<file path="src/rtl/id_ex_operand_stage_pkg.sv">
// Shared widths, ALU control codes, forwarding selects and the ID/EX control payload.
package id_ex_operand_stage_pkg;

  localparam int unsigned DATA_W  = 32;
  localparam int unsigned RADDR_W = 5;
  localparam int unsigned CTRL_W  = 4;
  localparam int unsigned IMM_W   = 16;
  localparam int unsigned FWD_W   = 2;

  typedef enum logic [CTRL_W-1:0] {
    ALU_AND  = 4'd0,
    ALU_OR   = 4'd1,
    ALU_ADD  = 4'd2,
    ALU_SLTI = 4'd3,
    ALU_SLT  = 4'd4,
    ALU_SUB  = 4'd6,
    ALU_BEQ  = 4'd7,
    ALU_SRA  = 4'd8,
    ALU_SRAV = 4'd9,
    ALU_BNE  = 4'd10,
    ALU_LUI  = 4'd11
  } alu_ctrl_e;

  typedef enum logic [FWD_W-1:0] {
    FWD_REG   = 2'd0,
    FWD_EXMEM = 2'd1,
    FWD_MEMWB = 2'd2
  } fwd_sel_e;

  // Single-bit control carried through the ID/EX register
  typedef struct packed {
    logic valid;
    logic reg_write;
    logic mem_read;
    logic mem_write;
    logic alu_src;
    logic sign_ext;
    logic shamt_src;
  } ex_ctrl_t;

  // Widen a 16-bit immediate to the datapath width
  function automatic logic [DATA_W-1:0] ext_imm(input logic [IMM_W-1:0] imm,
                                                 input logic             sign_ext);
    logic [DATA_W-IMM_W-1:0] upper;
    upper = sign_ext ? {(DATA_W-IMM_W){imm[IMM_W-1]}} : '0;
    return {upper, imm};
  endfunction

endpackage

</file>
<file path="src/rtl/id_ex_operand_stage_fwd_mux.sv">
// Per-operand forwarding comparator and mux; EX/MEM beats MEM/WB, r0 never forwards.
module id_ex_operand_stage_fwd_mux
  import id_ex_operand_stage_pkg::*;
(
  input  logic [RADDR_W-1:0] src_addr_i,
  input  logic [DATA_W-1:0]  reg_data_i,
  input  logic               exmem_reg_write_i,
  input  logic [RADDR_W-1:0] exmem_rd_i,
  input  logic [DATA_W-1:0]  exmem_result_i,
  input  logic               memwb_reg_write_i,
  input  logic [RADDR_W-1:0] memwb_rd_i,
  input  logic [DATA_W-1:0]  memwb_data_i,
  output logic [DATA_W-1:0]  data_c,
  output logic [FWD_W-1:0]   sel_c
);

  logic exmem_hit;
  logic memwb_hit;

  // Address match against each producer, excluding the hardwired zero register
  always_comb begin
    exmem_hit = exmem_reg_write_i && (exmem_rd_i != '0) && (exmem_rd_i == src_addr_i);
    memwb_hit = memwb_reg_write_i && (memwb_rd_i != '0) && (memwb_rd_i == src_addr_i);
  end

  // Youngest producer wins
  always_comb begin
    data_c = reg_data_i;
    sel_c  = FWD_REG;
    if (exmem_hit) begin
      data_c = exmem_result_i;
      sel_c  = FWD_EXMEM;
    end else if (memwb_hit) begin
      data_c = memwb_data_i;
      sel_c  = FWD_MEMWB;
    end
  end

endmodule

</file>
<file path="src/rtl/id_ex_operand_stage.sv">
// ID/EX pipeline register with load-use stall, flush, forwarding and ALU operand select.
module id_ex_operand_stage
  import id_ex_operand_stage_pkg::*;
(
  input  logic               clk_i,
  input  logic               rst_i,
  input  logic               flush_i,
  input  logic               id_valid_i,
  input  logic [RADDR_W-1:0] id_rs_addr_i,
  input  logic [RADDR_W-1:0] id_rt_addr_i,
  input  logic [RADDR_W-1:0] id_rd_addr_i,
  input  logic [DATA_W-1:0]  id_rs_data_i,
  input  logic [DATA_W-1:0]  id_rt_data_i,
  input  logic [IMM_W-1:0]   id_imm_i,
  input  logic [CTRL_W-1:0]  id_alu_ctrl_i,
  input  logic               id_alu_src_i,
  input  logic               id_sign_ext_i,
  input  logic               id_shamt_src_i,
  input  logic               id_reg_write_i,
  input  logic               id_mem_read_i,
  input  logic               id_mem_write_i,
  input  logic               exmem_reg_write_i,
  input  logic [RADDR_W-1:0] exmem_rd_i,
  input  logic [DATA_W-1:0]  exmem_result_i,
  input  logic               memwb_reg_write_i,
  input  logic [RADDR_W-1:0] memwb_rd_i,
  input  logic [DATA_W-1:0]  memwb_data_i,
  output logic               load_use_stall_o,
  output logic               ex_valid_o,
  output logic [DATA_W-1:0]  ex_src1_o,
  output logic [DATA_W-1:0]  ex_src2_o,
  output logic [CTRL_W-1:0]  ex_alu_ctrl_o,
  output logic [DATA_W-1:0]  ex_store_data_o,
  output logic [RADDR_W-1:0] ex_rd_o,
  output logic               ex_reg_write_o,
  output logic               ex_mem_read_o,
  output logic               ex_mem_write_o,
  output logic [FWD_W-1:0]   ex_fwd_a_o,
  output logic [FWD_W-1:0]   ex_fwd_b_o
);

  ex_ctrl_t           ctrl_q,     ctrl_d;
  logic [CTRL_W-1:0]  alu_ctrl_q, alu_ctrl_d;
  logic [RADDR_W-1:0] rs_addr_q,  rs_addr_d;
  logic [RADDR_W-1:0] rt_addr_q,  rt_addr_d;
  logic [RADDR_W-1:0] rd_q,       rd_d;
  logic [DATA_W-1:0]  rs_data_q,  rs_data_d;
  logic [DATA_W-1:0]  rt_data_q,  rt_data_d;
  logic [IMM_W-1:0]   imm_q,      imm_d;

  logic               stall_c;
  logic [DATA_W-1:0]  fwd_a_data_c;
  logic [DATA_W-1:0]  fwd_b_data_c;
  logic [FWD_W-1:0]   fwd_a_sel_c;
  logic [FWD_W-1:0]   fwd_b_sel_c;

  // Load in EX whose destination is consumed by the instruction in ID
  always_comb begin
    stall_c = ctrl_q.valid && ctrl_q.mem_read && (rd_q != '0) && id_valid_i &&
              ((rd_q == id_rs_addr_i) ||
               ((rd_q == id_rt_addr_i) && (!id_alu_src_i || id_mem_write_i)));
  end

  // Next ID/EX contents: bubble on flush, stall or empty ID, else capture with WB bypass
  always_comb begin
    ctrl_d     = '0;
    alu_ctrl_d = '0;
    rs_addr_d  = '0;
    rt_addr_d  = '0;
    rd_d       = '0;
    rs_data_d  = '0;
    rt_data_d  = '0;
    imm_d      = '0;
    if (!flush_i && !stall_c && id_valid_i) begin
      ctrl_d.valid     = 1'b1;
      ctrl_d.reg_write = id_reg_write_i;
      ctrl_d.mem_read  = id_mem_read_i;
      ctrl_d.mem_write = id_mem_write_i;
      ctrl_d.alu_src   = id_alu_src_i;
      ctrl_d.sign_ext  = id_sign_ext_i;
      ctrl_d.shamt_src = id_shamt_src_i;
      alu_ctrl_d       = id_alu_ctrl_i;
      rs_addr_d        = id_rs_addr_i;
      rt_addr_d        = id_rt_addr_i;
      rd_d             = id_rd_addr_i;
      imm_d            = id_imm_i;
      rs_data_d        = id_rs_data_i;
      rt_data_d        = id_rt_data_i;
      if (memwb_reg_write_i && (memwb_rd_i != '0) && (memwb_rd_i == id_rs_addr_i)) begin
        rs_data_d = memwb_data_i;
      end
      if (memwb_reg_write_i && (memwb_rd_i != '0) && (memwb_rd_i == id_rt_addr_i)) begin
        rt_data_d = memwb_data_i;
      end
    end
  end

  // ID/EX register with synchronous reset
  always_ff @(posedge clk_i) begin
    if (rst_i) begin
      ctrl_q     <= '0;
      alu_ctrl_q <= '0;
      rs_addr_q  <= '0;
      rt_addr_q  <= '0;
      rd_q       <= '0;
      rs_data_q  <= '0;
      rt_data_q  <= '0;
      imm_q      <= '0;
    end else begin
      ctrl_q     <= ctrl_d;
      alu_ctrl_q <= alu_ctrl_d;
      rs_addr_q  <= rs_addr_d;
      rt_addr_q  <= rt_addr_d;
      rd_q       <= rd_d;
      rs_data_q  <= rs_data_d;
      rt_data_q  <= rt_data_d;
      imm_q      <= imm_d;
    end
  end

  id_ex_operand_stage_fwd_mux u_fwd_a (
    .src_addr_i        (rs_addr_q),
    .reg_data_i        (rs_data_q),
    .exmem_reg_write_i (exmem_reg_write_i),
    .exmem_rd_i        (exmem_rd_i),
    .exmem_result_i    (exmem_result_i),
    .memwb_reg_write_i (memwb_reg_write_i),
    .memwb_rd_i        (memwb_rd_i),
    .memwb_data_i      (memwb_data_i),
    .data_c            (fwd_a_data_c),
    .sel_c             (fwd_a_sel_c)
  );

  id_ex_operand_stage_fwd_mux u_fwd_b (
    .src_addr_i        (rt_addr_q),
    .reg_data_i        (rt_data_q),
    .exmem_reg_write_i (exmem_reg_write_i),
    .exmem_rd_i        (exmem_rd_i),
    .exmem_result_i    (exmem_result_i),
    .memwb_reg_write_i (memwb_reg_write_i),
    .memwb_rd_i        (memwb_rd_i),
    .memwb_data_i      (memwb_data_i),
    .data_c            (fwd_b_data_c),
    .sel_c             (fwd_b_sel_c)
  );

  // ALU operand selection; the ALU pulls the shift amount from src1[10:6]
  always_comb begin
    ex_src1_o       = ctrl_q.shamt_src ? ext_imm(imm_q, 1'b0) : fwd_a_data_c;
    ex_src2_o       = ctrl_q.alu_src ? ext_imm(imm_q, ctrl_q.sign_ext) : fwd_b_data_c;
    ex_store_data_o = fwd_b_data_c;
    ex_fwd_a_o      = fwd_a_sel_c;
    ex_fwd_b_o      = fwd_b_sel_c;
  end

  // Registered control straight to the EX stage
  always_comb begin
    load_use_stall_o = stall_c;
    ex_valid_o       = ctrl_q.valid;
    ex_alu_ctrl_o    = alu_ctrl_q;
    ex_rd_o          = rd_q;
    ex_reg_write_o   = ctrl_q.reg_write;
    ex_mem_read_o    = ctrl_q.mem_read;
    ex_mem_write_o   = ctrl_q.mem_write;
  end

endmodule
</file>
<file path="config.mk">
export PLATFORM = sky130hd
export DESIGN_NAME = id_ex_operand_stage
export DESIGN_NICKNAME = d
export VERILOG_FILES = /design/src/rtl/id_ex_operand_stage_pkg.sv /design/src/rtl/id_ex_operand_stage_fwd_mux.sv /design/src/rtl/id_ex_operand_stage.sv
export SDC_FILE = /design/constraint.sdc
export NUM_CORES = 1
export LEC_CHECK = 0
export CORE_MARGIN = 2
export CORE_UTILIZATION = 27
export DETAILED_ROUTE_END_ITERATION = 8
export GPL_ROUTABILITY_DRIVEN = 0
export PLACE_DENSITY = 0.57
export SYNTH_ARGS = -nofsm -noshare
export SYNTH_HDL_FRONTEND = slang
export SYNTH_HIERARCHICAL = 1
export SYNTH_SLANG_ARGS = --single-unit
</file>
<file path="constraint.sdc">
create_clock -name clk_i -period 5.8 [get_ports clk_i]
set_input_delay 1.16 -clock clk_i [delete_from_list [all_inputs] [get_ports clk_i]]
set_output_delay 1.16 -clock clk_i [all_outputs]
set_load 0.02 [all_outputs]
</file>
==> results.sh <==
export IMPL_outcome="completed"
export IMPL_ys_ff_latch=106
export IMPL_dpl_worst_slack_ns=0.413
export IMPL_start_kind="input pin"
export IMPL_track_usage_pct=21.5
export IMPL_drive_gt1_share_pct=20.5
export IMPL_synth_xor_area_share_pct=3.63
export IMPL_cp_max_fo=31
export IMPL_maxSlewViolCount=0
export IMPL_syn_area_mm2=0.00870
export IMPL_rows=65
export IMPL_synth_compound_area_share_pct=34.7
export IMPL_crit_path_end_kind="output port"
export IMPL_synth_simple_gate_area_share_pct=20.6
export IMPL_hold_path_depth=4
export IMPL_io_pins=299
export IMPL_postCtsHoldBufs=0
export IMPL_fin_crit_sh_pct=93.8
export IMPL_htreeDepth=3
export IMPL_reg2reg_slack_ns=3.02
export IMPL_max_stage_delay_ns=0.64
export IMPL_layout_nets=1339
export IMPL_dieArea_mm2=0.0337
export IMPL_setup_ws_ns=0.360
export IMPL_postSynthAreaPerCell_um2=9.07
export IMPL_grt_pass1_vias=9113
export IMPL_cellLeakagePower_nw=3.70
export IMPL_synthMuxAreaShare_pct=4.14
export IMPL_ys_types=41
export IMPL_hold_path_class="reg2reg"
export IMPL_ys_async_sr_fraction_pct=0
export IMPL_portBuffers=298
export IMPL_area_growth_pct=38.6
export IMPL_routed_wl_um=37400
export IMPL_wl_per_cell_um=23.9
export IMPL_cts_tree="done"
export IMPL_r2r_start="ex_rd_o[2]"
export IMPL_cts_buffers=9
export IMPL_grt_max_degree=76
export IMPL_placed_area_mm2=0.0117
export IMPL_crit_buf_inv=4
export IMPL_root_buffer="clkbuf_16"
export IMPL_reg2regPathDepth=6
export IMPL_cap_violations=0
export IMPL_cp_cell_sequence="clkdlybuf4s50_1, xnor2_1, nand3_2, buf_4, or4b_1, a31oi_1, inv_1, o21ai_0, clkdlybuf4s50_1"
export IMPL_cp_arrival_ns=4.28
export IMPL_syn_nets=1144
export IMPL_setup_tns_ns=0
export IMPL_ys_seq_area_share_pct=24.4
export IMPL_overflow=0
export IMPL_syn_inst=959
export IMPL_crit_path_top_delay_cell="clkdlybuf4s50_1"
export IMPL_crit_family="buffers and inverters"
export IMPL_clk_pin_slew_ns=0.07
export IMPL_coreArea_mm2=0.0316
export IMPL_path_class="in2out"
export IMPL_rsz0062_at_grt="false"
export IMPL_synthFlopType="dfxtp_1"
export IMPL_layout_cells_non_filler=1565
export IMPL_hp_start="ex_mem_read_o"
export IMPL_synth_edf_count=0
export IMPL_dp_hpwl_um=25800
export IMPL_die_x_um=183
export IMPL_grt_pass1_wl_um=56200
export IMPL_hold_viol=0
export IMPL_skew_ns=0.0120
export IMPL_setup_violations=0
export IMPL_ant_nets=0
export IMPL_die_h_um=183
export IMPL_holdPathEnd="ex_valid_o"
export IMPL_fin_area_mm2=0.0121
export IMPL_dp_cells=1545
export IMPL_ir_drop_v=0.000100
export IMPL_hold_slack_ns=1.23
export IMPL_drcViolationCount=0
export IMPL_yosys_warnings=6
export IMPL_power_density_mw_per_mm2=172
export IMPL_fmax_mhz=184
export IMPL_cts_sinks=106
export IMPL_worstMarginPinSlew_ns=1.13
export IMPL_drt_first_iter_violations=578
export IMPL_finalCriticalPeriod_ns=5.44
export IMPL_start_util_pct=27.5
export IMPL_r2r_end="rs_data_q[19]"
export IMPL_via_per_inst=5.84
export IMPL_cpMostUsedCell="clkdlybuf4s50_1"
export IMPL_synth_top_family_by_area="compound AO/OA/AOI/OAI gates"
export IMPL_drt_pass1_iter_count=5
export IMPL_post_cts_setup_buffers=0
export IMPL_worstSkewPairLatency_ns=0.36
export IMPL_relSlewSlack_pct=24.6
export IMPL_antenna_found_initial=7
export IMPL_cts_resized=0
export IMPL_cp_required_ns=4.64
export IMPL_synth_fa_ha_area_share_pct=0
export IMPL_vias=9141
export IMPL_cts_buffer_depth=2
## per-layer routing
layer  global-route usage [%]  part of all wire, %  vias to the layer above
met5                        0                0.067                        -
met4                     7.55                  2.7                        4
met3                     5.13                  7.9                       67
met2                     34.5                   46                      404
met1                     28.2                   43                     4421
li1                         -                    -                     4245
## layout make-up
cell class,instances,area [um^2]
inverters,59,221
repair buffers,336,3320
clock inverters,3,65.1
diodes,5,12.5
fillers,3232,19600
well taps,402,503
clock buffers,12,236
flip-flops and latches,106,2120
multi-input cells,642,5570
## how the worst max path moves through the flow
stage             startpoint       endpoint  slack (ns)  cells after the start
2_1_floorplan  memwb_rd_i[3]  ex_src2_o[26]        1.51                      8
5_1_grt        memwb_rd_i[0]  ex_src2_o[31]        0.13                      9
3_3_place_gp   memwb_rd_i[1]  ex_src1_o[20]        0.43                      8
4_1_cts        memwb_rd_i[3]   ex_src2_o[6]        0.41                      8
6_report       memwb_rd_i[0]  ex_src2_o[31]        0.36                      9
3_5_place_dp   memwb_rd_i[3]   ex_src2_o[6]        0.41                      8
## placed cells by master (no fill, tap or decap), drive strengths merged
cell type,instances
nor4,66
nor2,6
nand3,9
o21ai,18
o31ai,128
a221oi,64
nand2,8
clkdlybuf4s50,298
o21a,1
a211oi,41
xnor2,36
a21oi,6
clkbuf,12
clkinv,1
nand4,65
and2,7
nor2b,16
dfxtp,106
o22ai,1
diode,5
or4,5
a31oi,64
buf,38
inv,59
nor3,1
mux2,32
bufinv,2
or3,2
or4b,64
and3,2
## cell usage after synthesis (3+ instances only)
| master | n | area (um^2) |
|---|---|---|
| nand4_1 | 65 | 407 |
| clkbuf_1 | 77 | 289 |
| a31oi_1 | 26 | 163 |
| a221oi_1 | 4 | 35.0 |
| a211oi_1 | 41 | 308 |
| nor4_1 | 64 | 400 |
| mux2_2 | 32 | 360 |
| buf_4 | 8 | 60.1 |
| and2_1 | 7 | 43.8 |
| a221oi_2 | 60 | 901 |
| buf_2 | 35 | 175 |
| dfxtp_1 | 106 | 2120 |
| o31ai_1 | 128 | 961 |
| nor2_1 | 6 | 22.5 |
| nand2_1 | 8 | 30.0 |
| a31oi_2 | 38 | 475 |
| clkbuf_4 | 4 | 30.0 |
| xnor2_1 | 36 | 315 |
| buf_6 | 8 | 90.1 |
| or4b_2 | 30 | 300 |
| or4b_1 | 34 | 340 |
| or4_4 | 3 | 33.8 |
| buf_12 | 8 | 160 |
| buf_1 | 10 | 37.5 |
| nor2b_1 | 16 | 100 |
| nand3_1 | 9 | 45.0 |
| inv_1 | 57 | 214 |
| o21ai_0 | 17 | 85.1 |
## report_power, final
group	total [mW]	leakage (nW)	internal (mW)	switching, mW
Clock	0.683	0.147	0.378	0.305
Combinational	0.636	2.69	0.267	0.369
Sequential	0.759	0.863	0.748	0.0118
## worst reg2reg max path, cell delays in order, from the launching register on
cell,delay (ns)
dfxtp_1,0.45
xnor2_1,0.15
nand4_1,0.17
o22ai_4,0.15
buf_4,0.86
buf_4,0.62
a221oi_1,0.21
## sequential cells by signal, summed over array words and instances (netlist names), 3 cells and up
signal / count
ctrl_q: 3
rt_addr_q: 5
rs_addr_q: 5
imm_q: 16
rs_data_q: 32
rt_data_q: 32
ex_rd_o: 5
ex_alu_ctrl_o: 4
## metrics by stage
step	total power [mW]	util, %
3_5_place_dp	1.41	37.1
4_1_cts	2.08	38.1
6_report	2.08	38.1
3_3_place_gp	1.40	37.1
5_1_grt	2.15	38.1
2_1_floorplan	1.10	-
## cells by family (layout without fill, tap and decap cells)
group | count (synthesis) | after routing
AOI/OAI and AO/OA | 323 | 323
and+or+nand+nor | 251 | 251
buffers and inverters | 211 | 410
DFF | 106 | 106
xor gates and xnor gates | 36 | 36
muxes | 32 | 32
other | 0 | 5
(Power assumes the default switching activity.)
